## src/rtl/ship_pkg.sv

```systemverilog
// Shared types and keycode constants for the ship motion controller.
package ship_pkg;

    // Eight compass headings, clockwise from north.
    typedef enum logic [2:0] {
        DirN  = 3'd0,
        DirNe = 3'd1,
        DirE  = 3'd2,
        DirSe = 3'd3,
        DirS  = 3'd4,
        DirSw = 3'd5,
        DirW  = 3'd6,
        DirNw = 3'd7
    } dir_t;

    typedef enum logic [1:0] {
        StIdle,
        StAccel,
        StCruise,
        StDecel
    } motion_state_t;

    // USB HID keycodes for the four steering keys.
    localparam logic [7:0] KEY_W = 8'h1A;
    localparam logic [7:0] KEY_A = 8'h04;
    localparam logic [7:0] KEY_S = 8'h16;
    localparam logic [7:0] KEY_D = 8'h07;

    typedef struct packed {
        logic valid;
        dir_t dir;
    } key_req_t;

    // Map a keycode onto a requested heading; anything else is "no key".
    function automatic key_req_t key_decode(input logic [7:0] key);
        key_req_t r;
        r.valid = 1'b1;
        r.dir   = DirN;
        case (key)
            KEY_W:   r.dir = DirN;
            KEY_S:   r.dir = DirS;
            KEY_A:   r.dir = DirW;
            KEY_D:   r.dir = DirE;
            default: r.valid = 1'b0;
        endcase
        return r;
    endfunction

endpackage

```

## src/rtl/frame_tick_sync.sv

```systemverilog
// Brings the asynchronous frame signal into the Clk domain and emits a
// single-cycle pulse on each rising edge, three Clk edges after the input rises.
module frame_tick_sync (
    input  logic Clk,
    input  logic Reset_n,
    input  logic frame_clk,
    output logic frame_tick
);

    logic sync1, sync2, sync2_prev, tick_q;

    // Two-flop synchronizer followed by a registered rising-edge detector.
    always_ff @(posedge Clk or negedge Reset_n) begin
        if (!Reset_n) begin
            sync1      <= 1'b0;
            sync2      <= 1'b0;
            sync2_prev <= 1'b0;
            tick_q     <= 1'b0;
        end else begin
            sync1      <= frame_clk;
            sync2      <= sync1;
            sync2_prev <= sync2;
            tick_q     <= sync2 & ~sync2_prev;
        end
    end

    assign frame_tick = tick_q;

endmodule

```

## src/rtl/ship_motion_ctrl.sv

```systemverilog
// Keyboard-driven ship: per-frame speed ramp, gradual heading turns and
// clamped position integration. All state advances only on frame ticks.
module ship_motion_ctrl
    import ship_pkg::*;
#(
    parameter int unsigned X_START      = 320,
    parameter int unsigned Y_START      = 240,
    parameter int unsigned X_MAX        = 639,
    parameter int unsigned Y_MAX        = 479,
    parameter int unsigned SPEED_MAX    = 4,
    parameter int unsigned ACCEL_FRAMES = 8,
    parameter int unsigned ROT_FRAMES   = 4
) (
    input  logic       Clk,
    input  logic       Reset_n,
    input  logic       frame_clk,
    input  logic [7:0] keycode,
    output logic [9:0] pos_x,
    output logic [9:0] pos_y,
    output logic [2:0] dir,
    output logic [2:0] speed,
    output logic       moving
);

    localparam int unsigned ACC_W = (ACCEL_FRAMES > 1) ? $clog2(ACCEL_FRAMES) : 1;
    localparam int unsigned ROT_W = (ROT_FRAMES > 1) ? $clog2(ROT_FRAMES) : 1;
    localparam logic [ACC_W-1:0] ACC_LAST = ACC_W'(ACCEL_FRAMES - 1);
    localparam logic [ROT_W-1:0] ROT_LAST = ROT_W'(ROT_FRAMES - 1);
    localparam logic [2:0] SPD_TOP = 3'(SPEED_MAX);
    localparam logic signed [10:0] X_TOP = 11'(X_MAX);
    localparam logic signed [10:0] Y_TOP = 11'(Y_MAX);

    logic             frame_tick;
    key_req_t         req;
    motion_state_t    state_q;
    logic [2:0]       speed_q;
    logic [ACC_W-1:0] acc_cnt_q;
    dir_t             dir_q;
    logic [ROT_W-1:0] rot_cnt_q;
    logic [9:0]       pos_x_q, pos_y_q;

    frame_tick_sync u_sync (
        .Clk        (Clk),
        .Reset_n    (Reset_n),
        .frame_clk  (frame_clk),
        .frame_tick (frame_tick)
    );

    assign req = key_decode(keycode);

    logic             do_accel, do_decel, acc_step;
    logic [ACC_W-1:0] acc_base;

    // Pick the ramp direction and the frame count it continues from.
    always_comb begin
        do_accel = req.valid && (state_q != StCruise);
        do_decel = !req.valid && (state_q != StIdle);
        // Entering a ramp restarts the count; the entry frame is its first frame.
        if ((do_accel && state_q != StAccel) || (do_decel && state_q != StDecel)) begin
            acc_base = '0;
        end else begin
            acc_base = acc_cnt_q;
        end
        acc_step = (acc_base == ACC_LAST);
    end

    // Speed FSM: IDLE/ACCEL/CRUISE/DECEL, stepping speed once per ACCEL_FRAMES frames.
    always_ff @(posedge Clk or negedge Reset_n) begin
        if (!Reset_n) begin
            state_q   <= StIdle;
            speed_q   <= '0;
            acc_cnt_q <= '0;
        end else if (frame_tick) begin
            if (do_accel) begin
                if (acc_step) begin
                    acc_cnt_q <= '0;
                    if (speed_q >= SPD_TOP - 3'd1) begin
                        speed_q <= SPD_TOP;
                        state_q <= StCruise;
                    end else begin
                        speed_q <= speed_q + 3'd1;
                        state_q <= StAccel;
                    end
                end else begin
                    acc_cnt_q <= acc_base + ACC_W'(1);
                    state_q   <= StAccel;
                end
            end else if (do_decel) begin
                if (acc_step) begin
                    acc_cnt_q <= '0;
                    if (speed_q <= 3'd1) begin
                        speed_q <= '0;
                        state_q <= StIdle;
                    end else begin
                        speed_q <= speed_q - 3'd1;
                        state_q <= StDecel;
                    end
                end else begin
                    acc_cnt_q <= acc_base + ACC_W'(1);
                    state_q   <= StDecel;
                end
            end
        end
    end

    logic [2:0] diff;
    assign diff = req.dir - dir_q;

    // Heading turns one 45-degree step per ROT_FRAMES frames toward the request.
    always_ff @(posedge Clk or negedge Reset_n) begin
        if (!Reset_n) begin
            dir_q     <= DirN;
            rot_cnt_q <= '0;
        end else if (frame_tick && req.valid) begin
            if (diff == 3'd0) begin
                rot_cnt_q <= '0;
            end else if (rot_cnt_q == ROT_LAST) begin
                rot_cnt_q <= '0;
                // A reversal (diff 4) resolves clockwise.
                dir_q <= (diff <= 3'd4) ? dir_t'(dir_q + 3'd1) : dir_t'(dir_q - 3'd1);
            end else begin
                rot_cnt_q <= rot_cnt_q + ROT_W'(1);
            end
        end
    end

    logic signed [10:0] step, x_sum, y_sum;
    logic [9:0]         x_next, y_next;

    // Integrate the pre-tick speed along the pre-tick heading, then clamp.
    always_comb begin
        step  = $signed({8'b0, speed_q});
        x_sum = $signed({1'b0, pos_x_q});
        y_sum = $signed({1'b0, pos_y_q});
        unique case (dir_q)
            DirNe, DirE, DirSe: x_sum = x_sum + step;
            DirSw, DirW, DirNw: x_sum = x_sum - step;
            default: ;
        endcase
        unique case (dir_q)
            DirSe, DirS, DirSw: y_sum = y_sum + step;
            DirNw, DirN, DirNe: y_sum = y_sum - step;
            default: ;
        endcase
        if (x_sum < 11'sd0)     x_next = '0;
        else if (x_sum > X_TOP) x_next = X_TOP[9:0];
        else                    x_next = x_sum[9:0];
        if (y_sum < 11'sd0)     y_next = '0;
        else if (y_sum > Y_TOP) y_next = Y_TOP[9:0];
        else                    y_next = y_sum[9:0];
    end

    // Position register, loaded once per frame.
    always_ff @(posedge Clk or negedge Reset_n) begin
        if (!Reset_n) begin
            pos_x_q <= 10'(X_START);
            pos_y_q <= 10'(Y_START);
        end else if (frame_tick) begin
            pos_x_q <= x_next;
            pos_y_q <= y_next;
        end
    end

    assign pos_x  = pos_x_q;
    assign pos_y  = pos_y_q;
    assign dir    = dir_q;
    assign speed  = speed_q;
    assign moving = (speed_q != 3'd0);

endmodule

```

## config.mk

```make
export PLATFORM = sky130hd
export DESIGN_NAME = ship_motion_ctrl
export DESIGN_NICKNAME = d
export VERILOG_FILES = /design/src/rtl/ship_pkg.sv /design/src/rtl/frame_tick_sync.sv /design/src/rtl/ship_motion_ctrl.sv
export SDC_FILE = /design/constraint.sdc
export NUM_CORES = 1
export LEC_CHECK = 0
export CAP_MARGIN = 20
export CORE_AREA = 2 2 85 87
export CTS_CLUSTER_SIZE = 40
export DETAILED_ROUTE_END_ITERATION = 12
export DIE_AREA = 0 0 87 89
export GPL_ROUTABILITY_DRIVEN = 0
export PLACE_DENSITY = 0.7
export SYNTH_ARGS = -nofsm -noshare
export SYNTH_HDL_FRONTEND = slang
export SYNTH_SLANG_ARGS = --single-unit
```

## constraint.sdc

```tcl
create_clock -name Clk -period 4 [get_ports Clk]
set_input_delay 0.8 -clock Clk [delete_from_list [all_inputs] [get_ports Clk]]
set_output_delay 0.8 -clock Clk [all_outputs]
set_load 0.005 [all_outputs]
```

Yosys cells after proc, flatten, opt, wreduce, memory -nomap -nowiden
Cells that the tools add are included.
- add/subtract/negate cells: 11
- magnitude comparators: 7
- equality and inequality tests: 16
- multiplexer cells: 27
- bitwise operators: 3
- reductions and logical operators: 20
- operators by type and width (operator ; number):
    $pmux 11 s2 ; 2
    $mux 10 ; 4
    $mux 3 ; 11
    $add 10x3->11 ; 2
    $lt 11x1->1 const B ; 2
    $sub 10x3->11 ; 2
    $eq 8x3->1 const B ; 2
    $eq 8x5->1 const B ; 2
    $mux 2 ; 8
    $eq 3x3->1 const B ; 5
    $reduce_or 3->1 ; 4
    $gt 11x10->1 const B ; 1
    $gt 11x11->1 const B ; 1
    $add 3x1->3 const B ; 3
    $pmux 3 s3 ; 1
    $eq 3x2->1 const B ; 2
    $logic_not 3->1 ; 2
    $reduce_and 3->1 ; 2
    $sub 3x1->3 const B ; 2
    $logic_and 1x1->1 ; 5
    $ne 2x2->1 const B ; 2
    $reduce_bool 2->1 ; 2
    $reduce_or 4->1 ; 1
    $eq 3x1->1 const B ; 1
    other kinds (14) ; 15
- flip-flop bits (word level): 37
- bits of input ports: 11
- output and inout bits: 27
- logic and storage cells: 95

Logic depth before layout (Yosys ltp)
Gate-level depths: netlist (run 1).
- word-level depth: 12
- gate-level depth with buffers: 14

Hierarchy
From an unflattened synthesis (run 1), not the netlist that was laid out.
- cell total of the unflattened synthesis: 338
- area total of the unflattened synthesis: 3200.6 um2
- modules (own cells, without submodules) (module ; instances ; cells an instance ; area each (um2) ; seq. area each (um2)):
    ship_motion_ctrl ; 1 ; 333 ; 3086.7 ; 833.3
    frame_tick_sync ; 1 ; 5 ; 113.9 ; 100.1

Worst setup path before layout (run 1)
OpenSTA, ideal clock, no wires.
- path kind: register to register
- from: reg dir_q[1] (netlist: dir[1])
- to: reg pos_y_q[5] (netlist: pos_y[5])
- library setup time: 0.080 ns
- data arrival time: 3.109 ns
- slack: 0.811 ns
- stages on the path, launching flop included: 14
- path buffers: 0
- clock period less this slack: 3.189 ns
- path through: dfrtp_1 > inv_1 > ha_1 > or3_1 > nand2_1 > a21oi_1 > fa_1 > a21o_1 > nand4_1 > a21oi_1 > o41ai_2 > o221a_2 > nor2_1 > a32o_1
- cells in the longest elaborated chain, start to end: 6
- elaborated cells on any way between the ends: 13
- classes of those cells: order compare (2); eq/ne (5); mux (3); reduce/logical (3)
- ends and longest elaborated chain (element ; RTL line ; source):
    from (decl) ; ship_motion_ctrl.sv:38 ; dir_t dir_q;
    from (signal assigned) ; ship_motion_ctrl.sv:112 ; dir_q <= DirN;
    from (signal assigned) ; ship_motion_ctrl.sv:120 ; dir_q <= (diff <= 3'd4) ? dir_t'(dir_q + 3'd1) : dir_t'(dir_q - 3'd1);
    $eq 3x3->1, or another cell as far along ; ship_motion_ctrl.sv:140 ; unique case (dir_q)
    $reduce_or 3->1 ; ship_motion_ctrl.sv:140 ;
    $pmux 11 s2 (*) ; ship_motion_ctrl.sv:140 ;
    $gt 11x10->1 ; ship_motion_ctrl.sv:149 ; else if (y_sum > Y_TOP) y_next = Y_TOP[9:0];
    $mux 10 ; ship_motion_ctrl.sv:149 ;
    $mux 10 (*) ; ship_motion_ctrl.sv:148 ; if (y_sum < 11'sd0) y_next = '0;
    to (signal assigned) ; ship_motion_ctrl.sv:157 ; pos_y_q <= 10'(Y_START);
    to (signal assigned) ; ship_motion_ctrl.sv:160 ; pos_y_q <= y_next;
    to (decl) ; ship_motion_ctrl.sv:40 ; logic [9:0] pos_x_q, pos_y_q;
Mark *: on every way between the ends. The rest lies on a longest branch, timed or not.
A chain may end at the register's enable or synchronous reset.

Worst setup path in the final report (run 1)
Ends and elaborated chain as after synthesis.

==> results of run 1 <==
critical path: cells and delay by family, from the launching register on:
kind	cells	cell delay [ns]
simple gates	4	0.83
buf+inv	1	0.13
fa+ha+maj	2	0.66
flops	1	0.46
compound gates	6	1.44
metal layers:
layer | track usage [%] | up-vias | routed length (um) | part of all wire [%]
met4 | 6.53 | 0 | 110 | 1.5
met5 | 0 | - | 0 | 0
met3 | 3.42 | 10 | 256 | 3.5
li1 | - | 1422 | - | -
met2 | 31.9 | 58 | 3380 | 46
met1 | 26.9 | 1306 | 3670 | 49
final timing paths:
kind / startpoint / endpoint / slack, ns
min: u_sync.sync1 / u_sync.sync2 / 0.36
min reg2reg: u_sync.sync1 / u_sync.sync2 / 0.36
min in group asynchronous: Reset_n / state_q[1] / 0.61
max: dir[1] / pos_y[5] / 0.41
max in group asynchronous: Reset_n / pos_x[5] / 2.85
max reg2reg: dir[1] / pos_y[5] / 0.41
registers in the layout, indices dropped and copies added (netlist names):
register and flops:
speed 3, pos_y 10, u_sync.sync2_prev 1, state_q 2, rot_cnt_q 2, u_sync.sync2 1, u_sync.frame_tick 1, acc_cnt_q 3
u_sync.sync1 1, dir 3, pos_x 10
stage by stage:
step | hold slack (ns) | area, um2 | std cells | setup slack [ns] | util [%]
floorplan | 0.331 | 3290 | 367 | 0.811 | -
global placement | 0.335 | 3730 | 475 | 0.516 | 55.5
detailed placement | 0.344 | 3730 | 475 | 0.422 | 55.5
CTS | 0.363 | 3850 | 483 | 0.447 | 57.3
global route | 0.376 | 3850 | 483 | 0.101 | 57.3
finish | 0.361 | 3850 | 483 | 0.408 | 57.3
cell usage after synthesis, types with 2 or more instances:
master,instances
xnor2_1,11
nor2_1,27
inv_1,19
a211oi_1,2
nand2_1,33
nor4_1,3
fa_1,2
a22o_1,6
nor2b_1,4
a211oi_2,3
mux2_2,3
or3_1,5
clkbuf_1,8
nand2_2,2
nand4_1,5
xor2_1,8
a21oi_1,22
a22oi_1,6
o21ai_1,9
o211ai_1,3
nand2b_1,5
o21ai_0,16
mux2_1,2
and2_1,5
dfrtp_1,31
mux2i_1,8
dfstp_2,6
nor3_1,3
ha_1,38
and3_1,4
a31oi_1,3
o21a_1,5
o221a_2,8
nand3_1,13
a21o_1,12
cell type report:
type,instances,area share [%]
Timing Repair Buffer,38,9.69
Clock inverter,2,0.975
Multi-Input combinational cell,301,58.5
Tap cell,80,2.60
Sequential cell,37,24.3
Clock buffer,6,2.15
Inverter,19,1.85
cell families (layout without fill, tap and decap cells):
family,after synthesis,after routing
AOI/OAI and AO/OA,110,110
adders and majority gates,40,40
DFF,37,37
muxes,13,13
and+or+nand+nor,119,119
buffers and inverters,29,65
xor gates and xnor gates,19,19
power by group through the flow:
stage	Clock, W	Sequential, W	Combinational [W]
after detailed placement	0	0.000605	0.00115
after global placement	0	0.000602	0.00113
after floorplan	0	0.000590	0.000804
final	0.000350	0.000598	0.00116
after CTS	0.000355	0.000598	0.00116
after global routing	0.000372	0.000616	0.00129
==> reports/metrics.yaml, run 1 <==
result_of_the_run: "finished clean"
commonest_non_fill_non_tap_cell_in_the_layout: "ha_1"
p_per_area_mw_per_mm2: 547
post_synth_mux_area_share_pct: 4.14
diodes: 0
clock.fmax_mhz: 278
hp-class: "reg -> reg"
setup-violations-final: 0
boundaryPins: 38
drt-total-wl_mm: 7.41
post_cts_setup_inserts: 0
core_area_mm2: 0.00672
max-slew-margin-rel_pct: 43.0
numClockSinks: 37
totalNegativeSetupSlack_ns: 0
crit_path_max_fanout: 6
synth_largest_type_area_fraction_pct: 23.5
synth_cells: 367
power.internal_w: 0.00130
multi_input_area_mm2: 0.00225
most-common-layout-cells: "38 x ha_1, 36 x clkdlybuf4s50_1, 33 x nand2_1"
postSynthRegisterBits: 37
numCtsBuffers: 5
avgRoutedWirePerCell_um: 15.3
power.combinational.fraction_pct: 55.0
power.sequential.fraction_pct: 28.4
ir_worst_vdd_mv: 0.236
critical_path_source_type: "flip-flop"
final.fill_count: 575
synth_adder_area_share_pct: 15.6
max-cap-violations: 0
place.detailed.hpwl_mm: 5.56
timing.final.hold_violations: 0
firstDrtPassIters: 5
slew_viol_final: 0
worstSkewPairLatency_ns: 0.29
synth-xor-area-share_pct: 5.05
clock_power_share_pct: 16.6
post_synth_and_or_nand_nor_area_fraction_pct: 18.4
critical_path.cell_chain: "inv_1, ha_1, or3_1, nand2_1, a21oi_1, fa_1, a21o_1, nand4_1, a21oi_1, o41ai_2, o221a_2, nor2_1, a32o_1"
share_of_final_layout_standard_cells_stronger_than_drive_strength_1_pct: 10.4
report.power.total_w: 0.00211
grt.total_usage_pct: 19.7
detailed_route_vias_per_instance: 5.79
critical-path-slowest-cell: "dfrtp_1"
final_nets: 453
synth_nets: 418
most_used_cell_cp: "a21oi_1"
grt_max_degree: 38
grt.overflow.total: 0
maximum_root_to_sink_buffer_count: 2
grt_antenna_before_repair: 0
die_height_um: 89
first_pass_grt_wire_length_mm: 12.2
synth.distinct_cells: 62
synth_async_sr_flop_share_pct: 100
core.rowCount: 30
cts.htree.levels: 2
post_synth_top_area_cell: "dfrtp_1"
place.port_buffers: 37
cp.required_ns: 4.22
synth-compound-area-share_pct: 25.1
final_setup_skew_ns: 0.00697
syn_area_mm2: 0.00329
r2r_cells: 13
design.die.area_mm2: 0.00774
syn_area_per_cell_um2: 8.98
clock_tree_from_tritoncts: "done"
detail_route.drc_violations: 0
dominant_combinational_cell_family_by_area_after_synthesis: "compound AO/OA/AOI/OAI gates"
netSwitchingPower_w: 0.000805
area_delta_synth_final_pct: 16.8
initial_core_util_pct: 49.0
first_global_vias: 2600
cts_resized: 0
sequential_cell_area_um2: 933
fin_crit_ns: 3.59
timing.critical_path.to_type: "flip-flop"
netlist_top_cells_area: "dfrtp_1 24%, ha_1 14%, dfstp_2 4.8%, nand2_1 3.8%, a21oi_1 3.3%"
post_cts_hold_buffer_count: 0
root_buffer: "clkbuf_8"
synth-main-ff-cell: "dfrtp_1"
detail-route-antenna-nets: 0
critPathArrivalTime_ns: 3.82
grt_setup_unrepaired: "no"
num_vias: 2796
hold_path_depth: 0
clkSlewWorstSetupHoldPaths_ns: 0.08
criticalPathCategory: "reg -> reg"
drt_first_iter_violations: 124
synth_sequential_area_ratio_pct: 28.3
synth-edff-count: 0
worst_slew_pin_slew_ns: 0.856
die_width_um: 87
static-leakage-power_nw: 1.74
synth-warning-count: 0
final_min_period_over_clock_period_pct: 89.8
critPathMaxStageDelay_ns: 0.46
switching_share_pct: 38.2
Note: power is estimated with default switching activity, not from simulation.
==> inputs of run 2 (changes only) <==
--- a/config.mk
+++ b/config.mk
@@ -12,6 +12,7 @@
 export DIE_AREA = 0 0 87 89
 export GPL_ROUTABILITY_DRIVEN = 0
 export PLACE_DENSITY = 0.7
+export SKIP_LAST_GASP = 1
 export SYNTH_ARGS = -nofsm -noshare
 export SYNTH_HDL_FRONTEND = slang
 export SYNTH_SLANG_ARGS = --single-unit
==> results of run 2 <==
No change in the layout: final DEF, timing and power equal those of run 1.
